### config.mk
export PLATFORM = sky130hd
export DESIGN_NAME = i2c_master_arbiter
export DESIGN_NICKNAME = d
export VERILOG_FILES = /design/src/rtl/i2c_arb_pkg.sv /design/src/rtl/rr_arbiter.sv /design/src/rtl/i2c_master_arbiter.sv
export SDC_FILE = /design/constraint.sdc
export NUM_CORES = 1
export LEC_CHECK = 0
export ABC_AREA = 1
export CAP_MARGIN = 20
export CORE_UTILIZATION = 35
export DETAILED_ROUTE_END_ITERATION = 6
export DONT_BUFFER_PORTS = 1
export PLACE_DENSITY = 0.56
export SLEW_MARGIN = 20
export SYNTH_ARGS = -nofsm -noshare
export SYNTH_HDL_FRONTEND = slang
export SYNTH_SLANG_ARGS = --single-unit
### constraint.sdc
create_clock -name clk -period 2.4 [get_ports clk]
set_input_delay 0.48 -clock clk [delete_from_list [all_inputs] [get_ports clk]]
set_output_delay 0.48 -clock clk [all_outputs]
set_load 0.005 [all_outputs]
### src/rtl/i2c_arb_pkg.sv
// Shared types and defaults for the i2c_master request arbiter.
package i2c_arb_pkg;

    typedef enum logic [2:0] {
        IDLE,
        START,
        WAIT_BUSY,
        WAIT_DONE,
        COMPLETE
    } arb_state_e;

    localparam int DEF_NUM_REQ        = 4;
    localparam int DEF_TIMEOUT_CYCLES = 65536;

endpackage

### src/rtl/rr_arbiter.sv
// Combinational round-robin pick: first set request at or after the pointer,
// searching circularly. Returns the one-hot pick and its index.
module rr_arbiter
    import i2c_arb_pkg::*;
#(
    parameter int NUM_REQ = DEF_NUM_REQ,
    parameter int PTR_W   = (NUM_REQ > 1) ? $clog2(NUM_REQ) : 1
) (
    input  logic [NUM_REQ-1:0] req_i,
    input  logic [PTR_W-1:0]   ptr_i,
    output logic [NUM_REQ-1:0] pick_o,
    output logic [PTR_W-1:0]   idx_o
);

    logic             found;
    logic [PTR_W-1:0] cand;

    always_comb begin
        pick_o = '0;
        idx_o  = '0;
        found  = 1'b0;
        cand   = '0;
        for (int k = 0; k < NUM_REQ; k++) begin
            cand = PTR_W'((int'(ptr_i) + k) % NUM_REQ);
            if (!found && req_i[cand]) begin
                found        = 1'b1;
                pick_o[cand] = 1'b1;
                idx_o        = cand;
            end
        end
    end

endmodule

### src/rtl/i2c_master_arbiter.sv
// Round-robin sharing of one i2c_master engine among NUM_REQ requesters,
// with start sequencing, per-requester done/err and a busy watchdog.
module i2c_master_arbiter
    import i2c_arb_pkg::*;
#(
    parameter int NUM_REQ        = DEF_NUM_REQ,
    parameter int TIMEOUT_CYCLES = DEF_TIMEOUT_CYCLES,
    parameter int CNT_W          = $clog2(TIMEOUT_CYCLES)
) (
    input  logic                 clk,
    input  logic                 reset,
    input  logic [NUM_REQ-1:0]   req,
    input  logic [7*NUM_REQ-1:0] req_addr,
    input  logic [NUM_REQ-1:0]   req_rw,
    output logic [NUM_REQ-1:0]   grant,
    output logic [NUM_REQ-1:0]   done,
    output logic [NUM_REQ-1:0]   err,
    output logic                 timeout,
    output logic                 arb_busy,
    output logic                 m_start,
    output logic [6:0]           m_address,
    output logic                 m_rw,
    input  logic                 m_busy,
    input  logic                 m_ack_error
);

    localparam int              PTR_W   = (NUM_REQ > 1) ? $clog2(NUM_REQ) : 1;
    localparam logic [CNT_W-1:0] CNT_LIM = CNT_W'(TIMEOUT_CYCLES - 1);

    arb_state_e         state_q, state_d;
    logic [NUM_REQ-1:0] grant_q, grant_d;
    logic [PTR_W-1:0]   gidx_q, gidx_d;
    logic [PTR_W-1:0]   ptr_q, ptr_d;
    logic [6:0]         addr_q, addr_d;
    logic               rw_q, rw_d;
    logic [CNT_W-1:0]   cnt_q, cnt_d;
    logic               errc_q, errc_d;
    logic               tmo_q, tmo_d;

    logic [NUM_REQ-1:0] pick;
    logic [PTR_W-1:0]   pick_idx;
    logic [6:0]         sel_addr;
    logic               sel_rw;

    function automatic logic [CNT_W-1:0] sat_inc(input logic [CNT_W-1:0] v);
        return (v == {CNT_W{1'b1}}) ? v : v + 1'b1;
    endfunction

    rr_arbiter #(
        .NUM_REQ (NUM_REQ),
        .PTR_W   (PTR_W)
    ) u_rr (
        .req_i  (req),
        .ptr_i  (ptr_q),
        .pick_o (pick),
        .idx_o  (pick_idx)
    );

    always_comb begin
        sel_addr = '0;
        sel_rw   = 1'b0;
        for (int i = 0; i < NUM_REQ; i++) begin
            if (pick[i]) begin
                sel_addr = req_addr[7*i +: 7];
                sel_rw   = req_rw[i];
            end
        end
    end

    always_ff @(posedge clk or negedge reset) begin
        if (!reset) begin
            state_q <= IDLE;
            grant_q <= '0;
            gidx_q  <= '0;
            ptr_q   <= '0;
            addr_q  <= '0;
            rw_q    <= 1'b0;
            cnt_q   <= '0;
            errc_q  <= 1'b0;
            tmo_q   <= 1'b0;
        end else begin
            state_q <= state_d;
            grant_q <= grant_d;
            gidx_q  <= gidx_d;
            ptr_q   <= ptr_d;
            addr_q  <= addr_d;
            rw_q    <= rw_d;
            cnt_q   <= cnt_d;
            errc_q  <= errc_d;
            tmo_q   <= tmo_d;
        end
    end

    always_comb begin
        state_d = state_q;
        grant_d = grant_q;
        gidx_d  = gidx_q;
        ptr_d   = ptr_q;
        addr_d  = addr_q;
        rw_d    = rw_q;
        cnt_d   = cnt_q;
        errc_d  = errc_q;
        tmo_d   = tmo_q;
        case (state_q)
            IDLE: begin
                if (|req) begin
                    grant_d = pick;
                    gidx_d  = pick_idx;
                    addr_d  = sel_addr;
                    rw_d    = sel_rw;
                    cnt_d   = '0;
                    errc_d  = 1'b0;
                    tmo_d   = 1'b0;
                    state_d = START;
                end
            end
            START: state_d = WAIT_BUSY;
            WAIT_BUSY: begin
                cnt_d  = sat_inc(cnt_q);
                errc_d = errc_q | m_ack_error;
                if (m_busy) begin
                    state_d = WAIT_DONE;
                end else if (cnt_q == CNT_LIM) begin
                    errc_d  = 1'b1;
                    tmo_d   = 1'b1;
                    state_d = COMPLETE;
                end
            end
            WAIT_DONE: begin
                cnt_d  = sat_inc(cnt_q);
                errc_d = errc_q | m_ack_error;
                // A normal finish on the limit cycle wins over the watchdog.
                if (!m_busy) begin
                    state_d = COMPLETE;
                end else if (cnt_q == CNT_LIM) begin
                    errc_d  = 1'b1;
                    tmo_d   = 1'b1;
                    state_d = COMPLETE;
                end
            end
            COMPLETE: begin
                grant_d = '0;
                ptr_d   = (gidx_q == PTR_W'(NUM_REQ - 1)) ? '0 : gidx_q + 1'b1;
                state_d = IDLE;
            end
            default: state_d = IDLE;
        endcase
    end

    always_comb begin
        grant     = grant_q;
        done      = (state_q == COMPLETE) ? grant_q : '0;
        err       = (state_q == COMPLETE && errc_q) ? grant_q : '0;
        timeout   = (state_q == COMPLETE) && tmo_q;
        arb_busy  = (state_q != IDLE);
        m_start   = (state_q == START);
        m_address = addr_q;
        m_rw      = rw_q;
    end

endmodule

# [Word level (Yosys, flattened, before mapping)]
# Cells that the tools add are included.
[totals] regBits=37 out_inout_bits=23 in_bits=40 wordCells=117
[classes] n_eq_ne=10 n_addsub=5 n_lt_le_gt_ge=8 n_bitwise=4 n_mux=57 n_reduce_logical=24
[op_table] op="16-bit 2-to-1 mux" n=2
[op_table] op="16-bit case mux with 2 select lines" n=1
[op_table] op="4-bit 2-to-1 mux" n=7
[op_table] op="7-bit 2-to-1 mux" n=4
[op_table] op="1-bit 2-to-1 mux" n=22
[op_table] op="16-bit by 1-bit adder with 16-bit output (second input constant)" n=1
[op_table] op="16-bit equality test (second input constant)" n=1
[op_table] op="2-bit by 3-bit less-than comparator with 1-bit output (second input constant)" n=4
[op_table] op="3-bit 2-to-1 mux" n=4
[op_table] op="4-bit bitwise OR" n=3
[op_table] op="3-bit case mux with 4 select lines" n=1
[op_table] op="2-bit 2-to-1 mux" n=5
[op_table] op="1-bit logical AND" n=9
[op_table] op="1-bit binary-select mux with 2-bit select" n=4
[op_table] op="1-bit demux with 2-bit select" n=4
[op_table] op="2-bit by 1-bit >= comparator with 1-bit output (second input constant)" n=4
[op_table] op="2-bit != test (second input constant)" n=4
[op_table] op="4-bit case mux with 2 select lines" n=1
[op_table] op="3-bit by 2-bit equality test with 1-bit output (second input constant)" n=2
[op_table] op="1-bit case mux with 3 select lines" n=2
[op_table] op="2-bit AND reduction" n=3
[op_table] op="3-bit nonzero test" n=2
[op_table] op="2-bit by 1-bit adder with 2-bit output (second input constant)" n=2
[op_table] op="2-bit adder (second input constant)" n=2
[op_table] op="11 further kinds" n=14

# [Longest topological paths before layout]
[logic_depth] ltp_word=16 depth_mapped=15 depth_no_buf=14

# [Modules after synthesis]
# From an unflattened synthesis, not the netlist that was laid out.
[hier_totals] hier_cells=381 area_unflattened_um2=2722.6
[modules_own_cells] mod="i2c_master_arbiter" n_inst=1 seq_area_each_um2=925.9 cells_each=299 area_each_um2=2207.1
[modules_own_cells] mod="rr_arbiter" n_inst=1 seq_area_each_um2=0.0 cells_each=82 area_each_um2=515.5

# [Least setup slack after synthesis]
# Ideal clock, no wire load.
[synth_path] kind="register to register" startpoint="reg ptr_q[1]" endpoint="reg addr_q[0], in the netlist m_address[0]" synth_period_minus_slack_ns=2.110 slack_ns=0.290 arrival_time_ns=1.993 setup_time_ns=0.116 t_required_ns=2.284 n_path_buf=1 path_stages_with_launch=14 cell_sequence="dfrtp_1 inv_1 ha_1 inv_1 nand3_1 nand2_1 nor2_4 a21boi_2 nand3_4 buf_12 a21oi_2 nand2_1 nand2_1 nand2_1"
[synth_via] elab_chain_len=16 word_cells_on_any_way=51 cone_classes="add/sub: 3; order compare: 8; mux: 27; bitwise: 3; reduce/logical: 10"
[synth_lines] item="start: declaration" line_no="i2c_master_arbiter.sv:33" rtl="logic [PTR_W-1:0] ptr_q, ptr_d;"
[synth_lines] item="start signal: assignment" line_no="i2c_master_arbiter.sv:85" rtl="ptr_q <= ptr_d;"
[synth_lines] item="parallel branches: the longest is 11 deep, another holds 2-bit by 3-bit less-than comparator with 1-bit output"
[synth_lines] item="4-bit 2-to-1 mux (*)" line_no="rr_arbiter.sv:25" rtl="if (!found && req_i[cand]) begin"
[synth_lines] item="7-bit 2-to-1 mux (3 in series)" line_no="i2c_master_arbiter.sv:63" rtl="if (pick[i]) begin"
[synth_lines] item="7-bit 2-to-1 mux (*)" line_no="i2c_master_arbiter.sv:63"
[synth_lines] item="end signal: assignment" line_no="i2c_master_arbiter.sv:86" rtl="addr_q <= addr_d;"
[synth_lines] item="end: declaration" line_no="i2c_master_arbiter.sv:34" rtl="logic [6:0] addr_q, addr_d;"
# Mark *: on every way between the ends. The select of a mux whose other input is x is not followed.
# A chain may end at the register's enable or synchronous reset.

# [Worst setup path after layout]
[layout_path] startpoint="reg ptr_q[0]" endpoint="reg addr_q[1], in the netlist m_address[1]"
# Same word-level chain as after synthesis.

==> reports/qor_table.md <==
| Step | Quantity | This run |
|:---|:---|:---|
| clocking | Cts repair resizes | 0 |
| power | Leakage | 1.55 nW |
| drt | Total DRC errors in the routed layout | 0 |
| place | Placed cell area | 2950 um2 |
| final layout | Sequential standard cell area | 926 um2 |
| synth | Number of flip-flops and latches in the synthesized netlist | 37 |
| power | Clk network pwr share | 12.6% |
| timing | Count of pins over their slew limit | 0 |
| global route | First-pass GRT wire length | 11.6 mm |
| timing | Fin. Hold Viols | 0 |
| drt | Detailed router's first-iteration violation count | 105 |
| floorplan | CORE AREA | 7770 um2 |
| drt | Count of nets left with antenna violations after detail routing | 0 |
| global route | Leftover overflow at the end of global routing | 0 |
| synth | Synthesized area divided by synthesized cell count | 7.21 um2 |
| critical path | Type of origin of the critical path | register |
| drt | Average wire length per cell after detail routing | 14.0 um |
| floorplan | Top-level port count | 63 |
| power | Part of the power in combinational logic | 61.6% |
| final layout | Final #Nets | 449 |
| critical path | Worst path slowest cell | dfrtp_1 |
| synth | Post-synth ARST share | 100% |
| floorplan | Row count | 32 |
| critical path | CP delay by family, top | simple AND/OR/NAND/NOR gates |
| synth | Yosys top cell area share | 32.8% |
| synth | Synth Flop Type | dfrtp_1 |
| clocking | Clock sink count | 37 |
| synth | Distinct cells, synth | 41 |
| drt | Count of vias placed by the detailed router | 2496 |
| critical path | Data required time of the worst path | 2.60 ns |
| synth | EDFF count, synth | 0 |
| power | Net switching power | 0.00194 W |
| timing | Post-layout minimum cycle time | 2.21 ns |
| place | Count of input and output buffers | 0 |
| synth | Cell type with the largest total area after synthesis | dfrtp_1 |
| critical path | Slowest cell delay on critical path | 0.40 ns |
| drt | Router iterations before antenna repair | 4 |
| global route | Total routing usage reported by global routing | 17.5% |
| timing | Final setup fails | 0 |
| final layout | N_diodes | 0 |
| critical path | Worst-path maximum fanout | 10 |
| final layout | Layout overhead on the synthesized area | 8.15% |
| clocking | Cts bufs inserted | 5 |
| drt | Total length of routed wires | 7.05 mm |
| timing | Final clock period utilization by the worst path | 92.1% |
| synth | Synthesized netlist net count | 441 |
| synth | Area contributors post-synth | dfrtp_1 33%, nand2_1 14%, inv_1 7.8%, nand3_1 6.6%, nor2_1 5.4% |
| drt | Post-DR vias/cell | 4.96 |
| timing | Final setup TNS | 0 ns |
| global route | Via count of the first global-routing pass | 2418 |
| final layout | Area taken by multi-input logic gates | 1600 um2 |
| floorplan | Die height | 91.8 um |
| clocking | TritonCTS clock tree | yes |
| timing | RSZ-0062 raised after global routing | false |
| critical path | CP Data Arrival Time | 2.41 ns |
| critical path | Most common cell on crit path | nand2_1 |
| clocking | Hold_buf cts | 1 |
| floorplan | Total die area | 8440 um2 |
| final layout | Final Core Density | 39.3% |
| critical path | Critical Path End Type | register |
| clocking | Maximum clock path buffer count | 2 |
| power | Fraction of power spent switching nets | 52.6% |
| power | Cell Int Power | 0.00175 W |
| floorplan | Initial Util | 36.4% |
| global route | Largest net degree at the start of global routing | 38 |
| critical path | Critical path, cell by cell | inv_2 > ha_1 > inv_1 > nand3_1 > nand2_1 > nor2_4 > a21boi_0 > nand3_1 > nand3_1 > nand2_1 > nand2_1 > nand2_1 |
| timing | Maximum clock frequency | 0.452 GHz |
| synth | Area of the mapped netlist | 2830 um2 |
| timing | Transition time at the pin with the least slew margin | 0.395 ns |
| synth | YS warnings | 0 |
| global route | Initial antenna violation count | 0 |
| floorplan | Die boundary width | 91.8 um |
| synth | Proportion of synthesized chip area in sequential cells | 32.8% |
| power | Worst voltage drop across the vdd grid | 0.000554 V |
| clocking | Library cell used as clock root buffer | clkbuf_8 |
| timing | Final setup skew | 0.0110 ns |
| clocking | Clk pin slew, worst setup/hold paths | 0.09 ns |
| synth | Synthesized instance count | 392 |
| place | Final HPWL from detailed placement | 5.27 mm |
| clocking | Count of buffers added by post-CTS timing repair for setup | 0 |
| outcome | Outcome | complete, no violations |
| final layout | Filler cell count | 826 |
| flow run | Max-capacitance violation count | 0 |
| timing | Headroom to the max-slew limit | 73.6% |
| critical path | Path type of the worst setup path | register to register |
| power | Power per cell area | 1210 nW/um2 |
| clocking | Clock latency on the worst-skew pair | 0.30 ns |
| power | Sequential share of power | 25.8% |
| critical path | Count of buffering cells on the critical path with inverters included | 2 |
| clocking | H-tree Lvls | 2 |
| place | Final weighted congestion in routability-driven placement | 0.855 |
| worst hold path | Min-Delay Path Class | input pin to async pin |
| final layout | Proportion of layout cells with a drive suffix above 1 | 15.2% |
| final layout | Area of all placed cells without fillers | 3060 um2 |
## area by class of cell
class	count	share of cell area [%]
multi-input cells	284	52.5
flip-flops and latches	37	30.3
inverters	66	8.19
well taps	102	4.18
clock buffers	5	2.25
repair buffers	6	1.88
clock inverters	3	0.696
## logic make-up (layout without fill, tap and decap cells)
logic type / Yosys count / after routing / share of synthesized area [%]
adders and majority gates: 9 / 9 / 3.99
and+or+nand+nor: 223 / 223 / 39.5
xor gates and xnor gates: 3 / 3 / 0.930
DFF: 37 / 37 / 32.8
AOI/OAI and AO/OA: 49 / 49 / 12.4
buffers and inverters: 71 / 80 / 10.5
## flip-flops by register name, summed over array words and instances, names as in the netlist
register   count
grant          4
ptr_q          2
m_address      7
m_rw           1
gidx_q         2
errc_q         1
tmo_q          1
state_q        3
cnt_q         16
## Yosys cell counts (3+ instances only)
master   instances
dfrtp_1         37
a21oi_1          5
nand2_4          5
ha_1             9
nand2_2          6
nor2_1          41
nand3_1         37
nor3_1           9
nor2_4           4
xor2_1           3
nor2_2           3
o21ai_1          7
nand2_1        103
inv_1           59
a31oi_1          3
inv_2            5
a21oi_2         11
o31ai_1          3
o21ai_0          4
nand4_1          6
nand3_4          4
## worst paths after layout
check / start / to / slack, ns / depth (start not counted)
worst max-delay path: ptr_q[0] / m_address[1] / 0.19 / 12
worst min-delay path: reset / cnt_q[8] / 0.01 / 1
worst max register to register: ptr_q[0] / m_address[1] / 0.19 / 12
worst min register to register: cnt_q[15] / cnt_q[15] / 0.50 / 2
max in group asynchronous: reset / errc_q / 2.19 / 1
min in group clk: req_addr[11] / m_address[4] / 0.37 / 4
## layout by cell type (no fill, tap or decap), types with 2 or more instances in the layout
cell type,count
nand2_1,103
inv_1,59
nor2_1,41
nand3_1,37
dfrtp_1,37
a21oi_2,11
nor3_1,9
ha_1,9
o21ai_1,7
nand4_1,6
nand2_2,6
inv_2,5
nand2_4,5
a21oi_1,5
clkbuf_8,5
buf_4,5
nand3_4,4
nor2_4,4
o21ai_0,4
o31ai_1,3
nor2_2,3
xor2_1,3
a31oi_1,3
nand3_2,2
nor2_8,2
o22ai_1,2
a21boi_0,2
o21bai_1,2
o21ai_2,2
o21a_1,2
## per-layer routing
layer | vias to the layer above | track usage (%) | wire length, um
met3 | 10 | 3.40 | 384
met5 | - | 0 | 0
met2 | 75 | 29.4 | 3380
met4 | 0 | 5.86 | 107
li1 | 1269 | - | -
met1 | 1142 | 22.4 | 3180
## power groups by stage
| stage | combinational, W | clock [W] | sequential, W |
|---|---|---|---|
| 2_1_floorplan | 0.00185 | 0 | 0.000938 |
| 3_3_place_gp | 0.00224 | 0 | 0.000960 |
| 3_5_place_dp | 0.00226 | 0 | 0.000963 |
| 4_1_cts | 0.00229 | 0.000473 | 0.000954 |
| 5_1_grt | 0.00258 | 0.000493 | 0.000974 |
| 6_report | 0.00227 | 0.000464 | 0.000949 |
## stage by stage
step	instances	setup WS, ns	power [W]	hold slack, ns
final	503	0.190	0.00368	0.0141
after global routing	503	0.00776	0.00405	0.0169
after CTS	503	0.219	0.00371	0.0154
after detailed placement	494	0.225	0.00323	0.186
after global placement	494	0.291	0.00320	0.186
after floorplan	392	0.290	0.00279	0.184
Note: power is estimated with default switching activity, not from simulation.
